### src/rtl/loop_nco_if.sv
// Bundle of loop_nco control inputs and oscillator/lock outputs.
// The master modport drives the loop-side inputs; the slave modport is the NCO.
interface loop_nco_if;
    logic        clkEn;
    logic [31:0] freqIn;
    logic [31:0] centerFreq;
    logic [11:0] error;
    logic [15:0] lockCount;
    logic [11:0] syncThreshold;
    logic [31:0] phase;
    logic        ncoEn;
    logic        ncoHalfEn;
    logic        lock;
    logic [1:0]  lockState;

    modport master (
        output clkEn, freqIn, centerFreq, error, lockCount, syncThreshold,
        input  phase, ncoEn, ncoHalfEn, lock, lockState
    );

    modport slave (
        input  clkEn, freqIn, centerFreq, error, lockCount, syncThreshold,
        output phase, ncoEn, ncoHalfEn, lock, lockState
    );
endinterface

### src/rtl/loop_nco.sv
// Loop NCO: phase accumulator with wrap/half-cycle enables and a lock tracker.
// Define LOOP_NCO_FLYWHEEL_EN to coast on a frozen frequency after lock loss.
module loop_nco (
    input logic     clk,
    input logic     reset,
    loop_nco_if.slave bus
);
    typedef enum logic [1:0] {
        SEARCH   = 2'd0,
        LOCKED   = 2'd1,
        FLYWHEEL = 2'd2
    } state_t;

    state_t      r_state;
    state_t      w_state_nxt;
    logic [31:0] r_phase;
    logic [31:0] r_freq;
    logic        r_nco_en;
    logic        r_half_en;
    logic        r_lock;
    logic [15:0] r_cnt;
    logic [15:0] w_cnt_nxt;
    logic [15:0] w_cnt_inc;
    logic [15:0] w_target;
    logic [32:0] w_sum;
    logic [11:0] w_mag;
    logic        w_in_band;
    logic        w_hit;
    logic        w_freeze;

    assign w_sum = {1'b0, r_phase} + {1'b0, r_freq};

    // -2048 has no positive counterpart in 12 bits, so it saturates to 2047.
    assign w_mag = bus.error[11] ? ((bus.error == 12'h800) ? 12'h7FF : -bus.error)
                                 : bus.error;

    assign w_in_band = (w_mag < bus.syncThreshold);
    assign w_target  = (bus.lockCount == '0) ? 16'd1 : bus.lockCount;
    assign w_cnt_inc = (r_cnt == '1) ? r_cnt : r_cnt + 16'd1;
    assign w_hit     = (w_cnt_inc >= w_target);

`ifdef LOOP_NCO_FLYWHEEL_EN
    assign w_freeze = (r_state == FLYWHEEL);
`else
    assign w_freeze = 1'b0;
`endif

    always_comb begin
        w_state_nxt = r_state;
        w_cnt_nxt   = r_cnt;
        case (r_state)
            SEARCH: begin
                if (!w_in_band) begin
                    w_cnt_nxt = '0;
                end else if (w_hit) begin
                    w_state_nxt = LOCKED;
                    w_cnt_nxt   = '0;
                end else begin
                    w_cnt_nxt = w_cnt_inc;
                end
            end
            LOCKED: begin
                if (w_in_band) begin
                    w_cnt_nxt = '0;
                end else if (w_hit) begin
`ifdef LOOP_NCO_FLYWHEEL_EN
                    w_state_nxt = FLYWHEEL;
`else
                    w_state_nxt = SEARCH;
`endif
                    w_cnt_nxt   = '0;
                end else begin
                    w_cnt_nxt = w_cnt_inc;
                end
            end
            FLYWHEEL: begin
                if (w_in_band) begin
                    w_state_nxt = LOCKED;
                    w_cnt_nxt   = '0;
                end else if (w_hit) begin
                    w_state_nxt = SEARCH;
                    w_cnt_nxt   = '0;
                end else begin
                    w_cnt_nxt = w_cnt_inc;
                end
            end
            default: begin
                w_state_nxt = SEARCH;
                w_cnt_nxt   = '0;
            end
        endcase
    end

    always_ff @(posedge clk or posedge reset) begin
        if (reset) begin
            r_phase   <= '0;
            r_freq    <= '0;
            r_nco_en  <= 1'b0;
            r_half_en <= 1'b0;
            r_lock    <= 1'b0;
            r_cnt     <= '0;
            r_state   <= SEARCH;
        end else if (bus.clkEn) begin
            r_phase   <= w_sum[31:0];
            r_nco_en  <= w_sum[32];
            r_half_en <= ~r_phase[31] & w_sum[31];
            if (!w_freeze) begin
                r_freq <= bus.centerFreq + bus.freqIn;
            end
            r_state   <= w_state_nxt;
            r_cnt     <= w_cnt_nxt;
            r_lock    <= (w_state_nxt == LOCKED) || (w_state_nxt == FLYWHEEL);
        end else begin
            r_nco_en  <= 1'b0;
            r_half_en <= 1'b0;
        end
    end

    assign bus.phase     = r_phase;
    assign bus.ncoEn     = r_nco_en;
    assign bus.ncoHalfEn = r_half_en;
    assign bus.lock      = r_lock;
    assign bus.lockState = r_state;
endmodule

### src/flat_wrapper.sv
// flat-port wrapper written by rule: the top's interface ports become plain ports
module loop_nco_flat 
  (clk, reset, bus_clkEn, bus_freqIn, bus_centerFreq, bus_error, bus_lockCount, bus_syncThreshold, bus_phase, bus_ncoEn, bus_ncoHalfEn, bus_lock, bus_lockState);
  loop_nco_if bus_i ();
  input logic clk;
  input logic reset;
  input wire logic [$bits(bus_i.clkEn)-1:0] bus_clkEn;
  input wire logic [$bits(bus_i.freqIn)-1:0] bus_freqIn;
  input wire logic [$bits(bus_i.centerFreq)-1:0] bus_centerFreq;
  input wire logic [$bits(bus_i.error)-1:0] bus_error;
  input wire logic [$bits(bus_i.lockCount)-1:0] bus_lockCount;
  input wire logic [$bits(bus_i.syncThreshold)-1:0] bus_syncThreshold;
  output wire logic [$bits(bus_i.phase)-1:0] bus_phase;
  output wire logic [$bits(bus_i.ncoEn)-1:0] bus_ncoEn;
  output wire logic [$bits(bus_i.ncoHalfEn)-1:0] bus_ncoHalfEn;
  output wire logic [$bits(bus_i.lock)-1:0] bus_lock;
  output wire logic [$bits(bus_i.lockState)-1:0] bus_lockState;
  assign bus_i.clkEn = bus_clkEn;
  assign bus_i.freqIn = bus_freqIn;
  assign bus_i.centerFreq = bus_centerFreq;
  assign bus_i.error = bus_error;
  assign bus_i.lockCount = bus_lockCount;
  assign bus_i.syncThreshold = bus_syncThreshold;
  assign bus_phase = bus_i.phase;
  assign bus_ncoEn = bus_i.ncoEn;
  assign bus_ncoHalfEn = bus_i.ncoHalfEn;
  assign bus_lock = bus_i.lock;
  assign bus_lockState = bus_i.lockState;
  loop_nco u_core (.clk(clk), .reset(reset), .bus(bus_i));
endmodule
### config.mk
export PLATFORM = sky130hd
export DESIGN_NAME = loop_nco_flat
export DESIGN_NICKNAME = d
export VERILOG_FILES = /design/src/rtl/loop_nco_if.sv /design/src/rtl/loop_nco.sv /design/src/flat_wrapper.sv
export SDC_FILE = /design/constraint.sdc
export NUM_CORES = 1
export LEC_CHECK = 0
export ABC_AREA = 1
export BUFFER_PORTS_ARGS = -buffer_cell sky130_fd_sc_hd__buf_2
export CORE_MARGIN = 1
export CORE_UTILIZATION = 47
export DETAILED_ROUTE_END_ITERATION = 8
export HOLD_SLACK_MARGIN = 0.06
export PLACE_DENSITY = 0.71
export SYNTH_ARGS = -nofsm -noshare
export SYNTH_HDL_FRONTEND = slang
export SYNTH_SLANG_ARGS = --single-unit
### constraint.sdc
create_clock -name clk -period 3.5 [get_ports clk]
set_clock_uncertainty 0.05 [all_clocks]
set_input_delay 0.175 -clock clk [delete_from_list [all_inputs] [get_ports clk]]
set_output_delay 0.175 -clock clk [all_outputs]
set_load 0.02 [all_outputs]
# [Word level (Yosys, flattened, before mapping)]
# Cells that the tools add are included.
[op_classes] n_reduce_logical=4 add_sub_neg=4 n_lt_le_gt_ge=2 muxes=16 n_bitwise=2 n_eq_ne=6
[op_table] operator="2-to-1 mux 16 bit" count=5
[op_table] operator="adder 32 x 32 -> 33 bit" count=1
[op_table] operator="adder 32 bit" count=1
[op_table] operator="one-hot mux 16 bit (2 select lines)" count=1
[op_table] operator="2-to-1 mux 12 bit" count=2
[op_table] operator="adder 16 x 1 -> 16 bit (second input constant)" count=1
[op_table] operator="== test 16 bit (second input constant)" count=1
[op_table] operator=">= comparator 16 bit" count=1
[op_table] operator="logical NOT 16 bit" count=1
[op_table] operator="== test 12 bit (second input constant)" count=1
[op_table] operator="< comparator 12 bit" count=1
[op_table] operator="negator 12 bit" count=1
[op_table] operator="2-to-1 mux 2 bit" count=5
[op_table] operator="one-hot mux 2 bit (3 select lines)" count=1
[op_table] operator="== test 2 x 1 -> 1 bit (second input constant)" count=2
[op_table] operator="== test 2 bit (second input constant)" count=2
[op_table] operator="logical NOT 2 bit" count=1
[op_table] operator="2-to-1 mux 1 bit" count=2
[op_table] operator="OR reduction 2 bit" count=1
[op_table] operator="AND 1 bit" count=1
[op_table] operator="logical OR 1 bit" count=1
[op_table] operator="inverter 1 bit" count=1
[word_totals] elab_cells=41 input_bits=107 output_inout_bits=37 ff_bits=85

# [Depth between registers and ports, before layout]
# Gate-level depths: netlist of the first run.
[logic_depth] word_depth=8 mapped_depth=25

# [Worst setup path before layout of the first run]
# Ideal clock, no wire load.
[synth_timing] path_type="register to register" startpoint="reg u_core.r_cnt[0]" endpoint="reg u_core.r_cnt[7]" synth_period_minus_slack_ps=3065 arrival_ps=2940 n_path_buf=0 stages_incl_launch_ff=23 slack_ps=435 path_cell_list="dfrtp_1 > ha_1 > nand2_1 > inv_1 > nand3_1 > nor2_1 > nand4_1 > nor4_1 > nand2_1 > o21ai_0 > inv_1 > ha_1 > nand2_1 > inv_1 > nand3_1 > inv_1 > a21oi_1 > nand3_1 > nor3_1 > nand3_4 > inv_4 > nand2_1 > o21ai_2"
[synth_between] elab_chain_cells=6
[synth_lines] item="start, declared" line_no="loop_nco.sv:21" source="logic [15:0] r_cnt;"
[synth_lines] item="start signal, assigned" line_no="loop_nco.sv:111" source="r_cnt <= w_cnt_nxt;"
[synth_lines] item="adder 16 x 1 -> 16 bit or == test 16 bit (tied branches)" line_no="loop_nco.sv:39" source="assign w_cnt_inc = (r_cnt == '1) ? r_cnt : r_cnt + 16'd1;"
[synth_lines] item="2-to-1 mux 16 bit (*)" line_no="loop_nco.sv:39"
[synth_lines] item=">= comparator 16 bit" line_no="loop_nco.sv:40" source="assign w_hit = (w_cnt_inc >= w_target);"
[synth_lines] item="2-to-1 mux 16 bit (*)" line_no="loop_nco.sv:55, loop_nco.sv:65, loop_nco.sv:80"
[synth_lines] item="2-to-1 mux 16 bit (on tied branches)" line_no="loop_nco.sv:77, loop_nco.sv:53"
[synth_lines] item="one-hot mux 16 bit (2 select lines) (*)" line_no="loop_nco.sv:51" source="case (r_state)"
# Mark *: on every way between the ends. The rest lies on a longest branch, timed or not.
# A chain may end at the register's enable or synchronous reset.

# [Final worst setup path of the first run]
[layout_timing] startpoint="reg u_core.r_cnt[1]" endpoint="reg u_core.r_lock (netlist: u_core.bus.lock)"
[layout_between] elab_chain_cells=8
[layout_lines] item="adder 16 x 1 -> 16 bit or == test 16 bit (tied branches)" line_no="loop_nco.sv:39"
[layout_lines] item="2-to-1 mux 16 bit (*)" line_no="loop_nco.sv:39"
[layout_lines] item=">= comparator 16 bit (*)" line_no="loop_nco.sv:40"
[layout_lines] item="2-to-1 mux 2 bit (on tied branches)" line_no="loop_nco.sv:65, loop_nco.sv:80, loop_nco.sv:55"
[layout_lines] item="2-to-1 mux 2 bit (on tied branches)" line_no="loop_nco.sv:77, loop_nco.sv:53, loop_nco.sv:63"
[layout_lines] item="one-hot mux 2 bit (3 select lines) (*)" line_no="loop_nco.sv:51"
[layout_lines] item="== test 2 x 1 -> 1 bit or == test 2 bit (tied branches)" line_no="loop_nco.sv:112" source="r_lock <= (w_state_nxt == LOCKED) || (w_state_nxt == FLYWHEEL);"
[layout_lines] item="logical OR 1 bit (*)" line_no="loop_nco.sv:112"
[layout_lines] item="end signal, assigned" line_no="loop_nco.sv:112"
[layout_lines] item="end, declared" line_no="loop_nco.sv:20" source="logic r_lock;"
# Marked as above.

==> results of run 1 <==
[report_power, final]
group          switching (W)  internal [W]  total, W  leakage, nW
clock               0.000399      0.000558  0.000957        0.136
sequential          0.000250       0.00127   0.00152         1.05
combinational        0.00217       0.00127   0.00344         4.03
[layout by cell type, fill, tap and decap left out, drive strengths merged, types with 2 or more instances in the layout]
| master | n |
|---|---|
| a21boi | 5 |
| a21o | 6 |
| a21oi | 79 |
| a31oi | 28 |
| and2 | 2 |
| buf | 155 |
| clkbuf | 10 |
| clkinv | 2 |
| clkinvlp | 3 |
| dfrtp | 85 |
| fa | 2 |
| ha | 96 |
| inv | 180 |
| nand2 | 322 |
| nand3 | 55 |
| nand3b | 7 |
| nand4 | 8 |
| nor2 | 117 |
| nor3 | 28 |
| nor4 | 10 |
| o211ai | 3 |
| o21a | 3 |
| o21ai | 97 |
| o21bai | 11 |
| o22ai | 4 |
| o31ai | 6 |
| or2 | 13 |
| xnor2 | 12 |
| xor2 | 21 |
[logic make-up (layout without fill, tap and decap cells)]
group	count (synthesis)	in the layout
compound gates	247	247
simple gates	563	563
xor+xnor	33	33
flops	85	85
buf+inv	196	352
fa+ha+maj	98	98
[Yosys cell counts, types with 4 or more instances]
cell      count  area, um^2
o31ai_1       6        45.0
nor2_1      113         424
ha_1         96        1200
nand4_1       8        50.1
xnor2_1      12         105
or2_2        11        68.8
nor3_1       28         140
xor2_1       21         184
inv_1       178         668
nand2_1     318        1190
a31oi_1      28         175
o22ai_1       4        25.0
dfrtp_1      85        2130
o21ai_2      12         105
o21ai_0      73         365
nand3_1      54         270
a21o_1        6        45.0
o21ai_1      12        60.1
nor4_1        9        56.3
clkbuf_1     14        52.6
o21bai_1     10        75.1
a21oi_1      77         385
nand3b_1      7        52.6
[critical path, delay by kind of cell (launching register included)]
kind,cells,cell delay [ns]
AND/OR/NAND/NOR,18,2.09
adder cells (fa/ha/maj),2,0.47
flip-flops,1,0.36
buffers and inverters,3,0.19
AO/OA/AOI/OAI,1,0.15
[state kept, by name (all words and copies together) (netlist names)]
name and count:
u_core.r_freq 32, u_core.bus.ncoHalfEn 1, u_core.bus.lock 1, u_core.bus.ncoEn 1
u_core.bus.lockState 2, u_core.bus.phase 32, u_core.r_cnt 16
[per-stage QoR]
step                setup WS [ns]  total power, W
floorplan                   0.435         0.00400
global placement            0.152         0.00485
detailed placement         0.0464         0.00490
CTS                        0.0144         0.00588
global route               -0.185         0.00648
finish                     0.0716         0.00592
[how the worst min path moves through the flow]
stage,startpoint,to,slack (ns),depth (start not counted)
2_1_floorplan,bus_freqIn[0],u_core.r_freq[0]$_DFFE_PP0P_,0.34,3
3_3_place_gp,reset,u_core.bus.phase[5]$_DFFE_PP0P_,0.14,2
3_5_place_dp,reset,u_core.bus.phase[5]$_DFFE_PP0P_,0.14,2
4_1_cts,bus_freqIn[0],u_core.r_freq[0]$_DFFE_PP0P_,0.09,4
5_1_grt,bus_freqIn[0],u_core.r_freq[0]$_DFFE_PP0P_,0.11,4
6_report,bus_freqIn[0],u_core.r_freq[0]$_DFFE_PP0P_,0.09,4
[routing by layer]
metal / track usage (%) / part of all wire (%) / vias to the layer above
met1: 29.2 / 47 / 3709
met3: 3.25 / 3.9 / 31
met4: 6.93 / 2.0 / 0
li1: - / - / 4340
met5: 0 / 0 / -
met2: 39.8 / 47 / 193
[layout make-up]
class	count	area share, %
Tap cell	220	2.84
Sequential cell	85	22.0
Timing Repair inverter	1	0.0904
Clock buffer	10	2.36
Clock inverter	6	0.724
Timing Repair Buffer	156	8.46
Inverter	179	7.00
Multi-Input combinational cell	941	56.6
[timing repair]
action | 4_1_cts | 5_1_grt
hold buffers | 1 | 0
cloned | 0 | 1
hold endpoints to repair | 23 | 0
pin swaps | 0 | 20
gates resized for setup | 1 | 43
buffers inserted | 0 | 7
endpoints found under the setup margin | 2 | 19
==> out/metrics.csv, run 1 <==
metric,value,unit
postSynthNetCount,1427,
slowest_delay,0.37,ns
cp_cell_sequence,"ha_2, nand2_1, inv_2, nand3_2, nor2_2, nand4_1, nor4_2, nand2_1, o21ai_2, inv_1, ha_1, nand2_1, inv_2, nand3_2, nor3_2, nand3_1, nand3_2, nand3_1, nand2_1, nand2_1, nand2_1, nand2_1, nand2_1, nand2_1",
start_util,48.8,%
area_growth,18.0,%
grt_pass1_vias,7530,
final_nets,1578,
critPathSlowestCell,nor4_2,
critPathLaunch,u_core.r_cnt[1]$_DFFE_PP0P_,
maxSlewViolCount,0,
routabilityCongestion,0.972,
multi_input_area,0.00548,mm^2
muxShareOfSynthArea,0,%
timing.rr.start,u_core.r_cnt[1]$_DFFE_PP0P_,
criticalPathCategory,flop to flop,
fin_crit,3.43,ns
fin_setup_tns,0,ns
fin_util,57.6,%
crit_top_cell,nand2_1,
synth-simple-area-share,29.0,%
synth-xor-area-share,3.52,%
status,"finished, final reports clean",
reg2reg_slack,0.07,ns
grt_pass1_wl,33.6,mm
io_buffer_count,143,
nFillCells,1643,
hold_viol_final,0,
h-tree-depth,3,
stdcell_count,1598,
fin_crit_sh,98.0,%
syn_avg_cell_area,6.72,um^2
relSlewSlack,48.1,%
netlist_instances,1222,
final_area,0.00968,mm^2
core,0.0168,mm^2
clock_path_buffers,2,
grt_start_max_net_pins,66,
io_pins,144,
synth.distinct_cells,47,
worstReg2RegEnd,u_core.bus.lock$_DFFE_PP0P_,
crit_fanout,3,
antenna_cells,0,
min_path_type,input pin to flop,
synthArstFlopShare,100,%
ys_warn_count,0,
finalSetupViolCount,0,
grt_usage,22.8,%
cts_sinks,85,
power.density,611,mW/mm^2
viasPerCell,5.18,
required,3.68,ns
netlist_area,0.00821,mm^2
wl,20.8,mm
drive_gt1_share,17.7,%
die_h,134,um
num_rows,47,
synth_compound_area_share,17.5,%
synth_flop_cell,dfrtp_1,
fmax,292,MHz
fin_worst_hold_slack,0.0916,ns
vias,8273,
clk_pin_slew,0.06,ns
critPathCaptureType,flop,
seq_area,0.00213,mm^2
hpwl,16.3,mm
place_area,0.00918,mm^2
r2r_cells,24,
die_area,0.0180,mm^2
grt_overflow_total,0,
cp-endpoint,u_core.bus.lock$_DFFE_PP0P_,
cts-root-buf,clkbuf_16,
worst_ep_arrival_time,3.61,ns
numCtsBuffers,9,
drv_cap,0,
wl_per_cell,13.0,um
synth_top_family_by_area,simple AND/OR/NAND/NOR gates,
ys_ff_latch,85,
setup.worst_path.start_class,flop,
fp.dieW,134,um
firstDrtPassIters,5,
antenna_found_initial,0,
cts_tree,yes,
rsz0062_at_grt,true,
clock_latency,0.34,ns
tightest_slew,0.778,ns
ys_seq_area_share,25.9,%
drc_errors,0,
max-vdd-ir-drop,274,uV
first_iter_violations,414,
dp.cells,1574,
synth_edf_count,0,
final_antenna_net_count,0,
power_leakage,5.21,nW
synth-adder-area-share,15.1,%
(Power assumes the default switching activity.)
==> run 2, diff against run 1 <==
- RECOVER_POWER: default -> 25
==> run 2 against run 1 <==
Effect of this change:
- critical path depth stayed put
- clock-buffer cell count stayed put
- sequential cell count stayed put
- worst hold slack worse by 0.0023 ns
- non-clock buffer count stayed put
- routed wire length hardly changed
- highest routed layer unchanged
==> out/metrics.csv, run 2 (same netlist as run 1, synthesis figures left out) <==
metric,value,unit,change
power.density,610,mW/mm^2,was 611 mW/mm^2
stdcell_count,1598,,unchanged
status,"finished, final reports clean",,unchanged
nFillCells,1649,,was 1643
viasPerCell,5.17,,was 5.18
first_iter_violations,441,,was 414
wl_per_cell,13.0,um,about the same
criticalPathCategory,flop to flop,,unchanged
grt_overflow_total,0,,unchanged
crit_fanout,3,,unchanged
finalSetupViolCount,0,,unchanged
antenna_cells,0,,unchanged
critical-path-top-delay-family,simple AND/OR/NAND/NOR gates,,unchanged
worst_ep_arrival_time,3.60,ns,was 3.61 ns
final_nets,1578,,unchanged
die_area,0.0180,mm^2,unchanged
fin_crit_sh,97.6,%,was 98.0%
combPwrFrac,57.7,%,was 58.1%
most-common-layout-cells,"nand2_1 (307), inv_1 (173), buf_2 (118)",,"was nand2_1 (307), inv_1 (173), buf_2 (143)"
grt_pass1_vias,7530,,unchanged
final_antenna_net_count,0,,unchanged
seq_area,0.00213,mm^2,unchanged
critPathSlowestCell,dfrtp_1,,was nor4_2
required,3.68,ns,about the same
cts_tree,yes,,unchanged
drv_cap,0,,unchanged
worstPathBufferInverterCount,3,,unchanged
die_h,134,um,unchanged
tightest_slew,1.10,ns,was 0.778 ns
rsz0062_at_grt,true,,unchanged
wl,20.8,mm,about the same
dp.cells,1574,,unchanged
cts-root-buf,clkbuf_16,,unchanged
io_buffer_count,143,,unchanged
multi_input_area,0.00548,mm^2,unchanged
setup.worst_path.start_class,flop,,unchanged
grt_start_max_net_pins,66,,unchanged
fin_crit,3.42,ns,was 3.43 ns
routabilityCongestion,0.972,,unchanged
grt_pass1_wl,33.6,mm,unchanged
seq_power_share,26.0,%,was 25.7%
hold_viol_final,0,,unchanged
cts_sinks,85,,unchanged
clk_pin_slew,0.06,ns,about the same
place_ws,0.0464,ns,unchanged
min_path_type,input pin to flop,,unchanged
drive_gt1_share,15.9,%,was 17.7%
hpwl,16.3,mm,unchanged
p_int,0.00306,W,was 0.00310 W
fmax,293,MHz,was 292 MHz
fin_worst_hold_slack,0.0893,ns,was 0.0916 ns
p_clk_share,16.3,%,was 16.2%
fin_ws,0.0833,ns,was 0.0716 ns
clock_path_buffers,2,,unchanged
relSlewSlack,26.0,%,was 48.1%
vias,8263,,was 8273
crit_top_cell,nand2_1,,unchanged
h-tree-depth,3,,unchanged
grt_usage,22.8,%,unchanged
clock_latency,0.34,ns,about the same
drc_errors,0,,unchanged
numCtsBuffers,9,,unchanged
io_pins,144,,unchanged
area_growth,17.6,%,was 18.0%
sw_frac_of_total,48.0,%,was 47.7%
power_leakage,5.13,nW,was 5.21 nW
cp_cell_sequence,"ha_2, nand2_1, inv_2, nand3_2, nor2_2, nand4_1, nor4_2, nand2_1, o21ai_2, inv_1, ha_1, nand2_1, inv_2, nand3_2, nor3_2, nand3_1, nand3_2, nand3_1, nand2_1, nand2_1, nand2_1, nand2_1, nand2_1, nand2_1",,unchanged
fp.dieW,134,um,unchanged
layout_commonest_cell,nand2_1,,unchanged
critPathCaptureType,flop,,unchanged
start_util,48.8,%,unchanged
core,0.0168,mm^2,unchanged
p_sw,0.00283,W,was 0.00282 W
maxSlewViolCount,0,,unchanged
firstDrtPassIters,5,,unchanged
antenna_found_initial,0,,unchanged
slowest_delay,0.37,ns,about the same
p_total,0.00589,W,was 0.00592 W
num_rows,47,,unchanged
max-vdd-ir-drop,273,uV,was 274 uV
## run 2: cell count changes in the layout (fill, tap and decap cells not counted)
cell        before  now
buf_2          143  118
clkinvlp_2       0    1
clkinv_2         1    0
clkbuf_1         1   26
## run 2: power groups by stage
stage | clock, W | sequential (W) | combinational, W
2_1_floorplan | 0 | 0.00172 | 0.00227
3_3_place_gp | 0 | 0.00153 | 0.00332
3_5_place_dp | 0 | 0.00154 | 0.00336
4_1_cts | 0.000975 | 0.00152 | 0.00338
5_1_grt | 0.00102 | 0.00157 | 0.00386
6_report | 0.000961 | 0.00153 | 0.00340
## run 2: path summary, 6_finish.rpt
check	from	to	slack, ns	depth (start not counted)
setup reg to reg	u_core.r_cnt[1]$_DFFE_PP0P_	u_core.bus.lock$_DFFE_PP0P_	0.08	24
hold / removal	bus_freqIn[0]	u_core.r_freq[0]$_DFFE_PP0P_	0.09	4
hold reg to reg	u_core.r_freq[0]$_DFFE_PP0P_	u_core.r_freq[0]$_DFFE_PP0P_	0.43	2
setup / recovery	u_core.r_cnt[1]$_DFFE_PP0P_	u_core.bus.lock$_DFFE_PP0P_	0.08	24
max in group asynchronous	reset	u_core.bus.phase[20]$_DFFE_PP0P_	1.94	4
min in group asynchronous	reset	u_core.bus.phase[0]$_DFFE_PP0P_	0.54	3
## run 2: final cells by class
class                   instances  area share (%)
well taps                     220            2.85
clock buffers                  10            2.37
flip-flops and latches         85            22.0
clock inverters                 6           0.726
inverters                     179            7.03
repair inverters                1          0.0907
repair buffers                156            8.17
multi-input cells             941            56.7
## run 2: metrics by stage
stage / utilization, % / cell area (um^2) / TNS [ns]
after global routing: 57.4 / 9650 / -2.44
after detailed placement: 54.6 / 9180 / 0
final: 57.4 / 9650 / 0
after global placement: 54.6 / 9180 / 0
after CTS: 56.5 / 9500 / 0
after floorplan: - / 8210 / 0
## run 2: per-layer routing
| metal | GRT usage [%] | vias to the layer above | share of wire (%) |
|---|---|---|---|
| met2 | 39.8 | 191 | 47 |
| met3 | 3.25 | 29 | 4.3 |
| met1 | 29.2 | 3704 | 46 |
| li1 | - | 4339 | - |
| met5 | 0 | - | 0 |
| met4 | 6.93 | 0 | 2.0 |
## run 2: what timing repair did
| action | CTS | global route |
|---|---|---|
| setup endpoints to repair | 2 | 19 |
| pin swaps | 0 | 20 |
| hold buffers | 1 | 0 |
| gates cloned | 0 | 1 |
| setup buffers | 0 | 7 |
| gates resized for setup | 1 | 43 |
| hold endpoints to repair | 23 | 0 |
## run 2: worst min-delay path, stage by stage
cell and delay [ns]:
buf_2 0.08, ha_1 0.11, nand2_1 0.05, nand2_1 0.05
==> run 3, diff against run 2 <==
- CORE_MARGIN: 1 -> default
- CTS_BUF_LIST: default -> sky130_fd_sc_hd__clkbuf_16
- clock period: 3.5 -> 4.2 ns (I/O delays scaled with it)
==> run 3 against run 2 <==
Effect of this change:
- the flow now finishes with violations (max-capacitance violations, max-slew violations)
- worst setup slack improved by 0.43 ns
- sequential cell count unchanged
- clock-buffer cell count shrank 1
- global-route usage increased by 0.14 points
- worst hold slack gained 0.042 ns
- power shrank 18%
- core utilization shrank 1.4 points
==> out/metrics.csv, run 3 (same netlist as run 1, synthesis figures left out) <==
metric,value,unit,change
cts_resized,0,,was 1
finalSetupViolCount,0,,unchanged
use_met2,39.8,%,about the same
num_rows,47,,unchanged
grt_pass1_wl,33.7,mm,was 33.6 mm
grt_start_max_net_pins,66,,unchanged
wl_per_cell,12.7,um,was 13.0 um
cts-root-buf,clkbuf_16,,unchanged
critPathCaptureType,flop,,unchanged
fin_setup_tns,0,ns,unchanged
slowest_delay,0.40,ns,was 0.37 ns
layout_commonest_cell,nand2_1,,unchanged
crit_fanout,10,,was 3
required,4.38,ns,was 3.68 ns
power_leakage,5.02,nW,was 5.13 nW
most-common-layout-cells,"nand2_1 (318), inv_1 (177), nor2_1 (113)",,"was nand2_1 (307), inv_1 (173), buf_2 (118)"
place_ws,0.644,ns,was 0.0464 ns
start_util,48.8,%,unchanged
power.density,514,mW/mm^2,was 610 mW/mm^2
fin_crit,3.69,ns,was 3.42 ns
rsz0062_at_grt,false,,was true
final_nets,1568,,was 1578
core,0.0168,mm^2,unchanged
die_h,134,um,unchanged
wl,20.2,mm,was 20.8 mm
tightest_slew,3.22,ns,was 1.10 ns
drv_cap,2,,was 0
antenna_cells,0,,unchanged
cts_tree,yes,,unchanged
seq_area,0.00213,mm^2,unchanged
top_usage_layer,met2,,unchanged
grt_pass1_vias,7460,,was 7530
die_area,0.0180,mm^2,unchanged
failed_checks,"max-capacitance violations, max-slew violations",,
worst_ep_arrival_time,3.87,ns,was 3.60 ns
antenna_found_initial,0,,unchanged
maxSlewViolCount,115,,was 0
min_path_type,input pin to flop,,unchanged
clk_pin_slew,0.06,ns,about the same
fmax,271,MHz,was 293 MHz
drive_gt1_share,11.8,%,was 15.9%
io_pins,144,,unchanged
critPathSlowestCell,nor4_1,,was dfrtp_1
hpwl,16.5,mm,was 16.3 mm
numCtsBuffers,9,,unchanged
use_met1,30.0,%,was 29.2%
fin_crit_sh,87.8,%,was 97.6%
final_antenna_net_count,0,,unchanged
io_buffer_count,143,,unchanged
area_growth,14.6,%,was 17.6%
fp.dieW,134,um,unchanged
grt_overflow_total,0,,unchanged
max-vdd-ir-drop,177,uV,was 273 uV
multi_input_area,0.00535,mm^2,was 0.00548 mm^2
firstDrtPassIters,5,,unchanged
grt_usage,23.0,%,was 22.8%
routabilityCongestion,0.976,,was 0.972
cp_cell_sequence,"ha_1, nand2_1, inv_1, nand3_1, nor2_1, nand4_1, nor4_1, nand2_1, o21ai_0, inv_1, ha_1, nand2_1, inv_1, nand3_1, inv_1, a21oi_1, nand3_1, nor3_1, nand3_4, inv_4, nand2_1, o21ai_2",,"was ha_2, nand2_1, inv_2, nand3_2, nor2_2, nand4_1, nor4_2, nand2_1, o21ai_2, inv_1, ha_1, nand2_1, inv_2, nand3_2, nor3_2, nand3_1, nand3_2, nand3_1, nand2_1, nand2_1, nand2_1, nand2_1, nand2_1, nand2_1"
criticalPathCategory,flop to flop,,unchanged
fin_ws,0.512,ns,was 0.0833 ns
first_iter_violations,401,,was 441
cts_sinks,85,,unchanged
clock_path_buffers,2,,unchanged
viasPerCell,5.16,,was 5.17
drc_errors,0,,unchanged
h-tree-depth,3,,unchanged
relSlewSlack,-115,%,was 26.0%
setup.worst_path.start_class,flop,,unchanged
clock_latency,0.34,ns,about the same
status,"finished, violations left",,"was finished, final reports clean"
use_met3,2.72,%,was 3.25%
nFillCells,1681,,was 1649
vias,8191,,was 8263
hold_viol_final,0,,unchanged
[run 3: cell types whose count changed in the layout (fill, tap and decap cells not counted), moves of 4 or more]
cell      before  now
buf_2        118  105
buf_4         11    2
clkbuf_1      26   39
nand3_1       50   54
nand2_2       13    3
inv_1        173  177
nand3_2        4    0
nand2_1      307  318
[run 3: final cells by class]
type                    instances  share of cell area (%)
well taps                     220                    2.92
flip-flops and latches         85                    22.6
inverters                     179                    7.18
multi-input cells             941                    56.8
clock inverters                 7                   0.718
clock buffers                   9                    2.39
repair buffers                147                    7.40
[run 3: stage by stage]
| stage | hold slack [ns] | total power, W | utilization [%] | cell area [um^2] | cells |
|---|---|---|---|---|---|
| CTS | 0.128 | 0.00489 | 56.3 | 9460 | 1588 |
| global route | 0.146 | 0.00530 | 56.0 | 9410 | 1588 |
| finish | 0.131 | 0.00483 | 56.0 | 9410 | 1588 |
| detailed placement | 0.357 | 0.00409 | 54.5 | 9160 | 1571 |
| global placement | 0.350 | 0.00404 | 54.5 | 9160 | 1571 |
| floorplan | 0.380 | 0.00333 | - | 8210 | 1222 |
[run 3: power breakdown]
part | total (W) | leakage, nW | switching (W) | internal, W
combinational | 0.00278 | 3.83 | 0.00179 | 0.000990
clock | 0.000777 | 0.144 | 0.000320 | 0.000457
sequential | 0.00128 | 1.05 | 0.000218 | 0.00106
total | 0.00483 | 5.02 | 0.00232 | 0.00251
[run 3: path summary, 6_finish.rpt]
| kind | from | endpoint | slack (ns) | depth (start not counted) |
|---|---|---|---|---|
| worst max-delay path | u_core.r_cnt[0]$_DFFE_PP0P_ | u_core.r_cnt[11]$_DFFE_PP0P_ | 0.51 | 22 |
| worst min-delay path | bus_freqIn[0] | u_core.r_freq[0]$_DFFE_PP0P_ | 0.13 | 4 |
| worst max register to register | u_core.r_cnt[0]$_DFFE_PP0P_ | u_core.r_cnt[11]$_DFFE_PP0P_ | 0.51 | 22 |
| worst min register to register | u_core.r_freq[0]$_DFFE_PP0P_ | u_core.r_freq[0]$_DFFE_PP0P_ | 0.44 | 2 |
| max in group asynchronous | reset | u_core.r_freq[20]$_DFFE_PP0P_ | 1.87 | 4 |
| min in group asynchronous | reset | u_core.bus.phase[1]$_DFFE_PP0P_ | 0.96 | 3 |
[run 3: timing repair]
action                                 CTS  global route
hold buffers                             1             0
setup endpoints to repair                0             0
endpoints found under the hold margin   47             0
buffers inserted                         0             0
[run 3: worst max-delay path, delay by kind of cell, from the launching register on]
family,cells,cell delay [ns]
adders and majority gates,2,0.50
and+or+nand+nor,12,1.78
buffers and inverters,5,0.38
AOI/OAI and AO/OA,3,0.48
DFF,1,0.39
[run 3: routing by layer]
| layer | routed length, um | share of wire (%) | vias up |
|---|---|---|---|
| met1 | 9570 | 47 | 3657 |
| li1 | - | - | 4327 |
| met5 | 0 | 0 | - |
| met3 | 823 | 4.1 | 23 |
| met2 | 9460 | 47 | 184 |
| met4 | 347 | 1.7 | 0 |
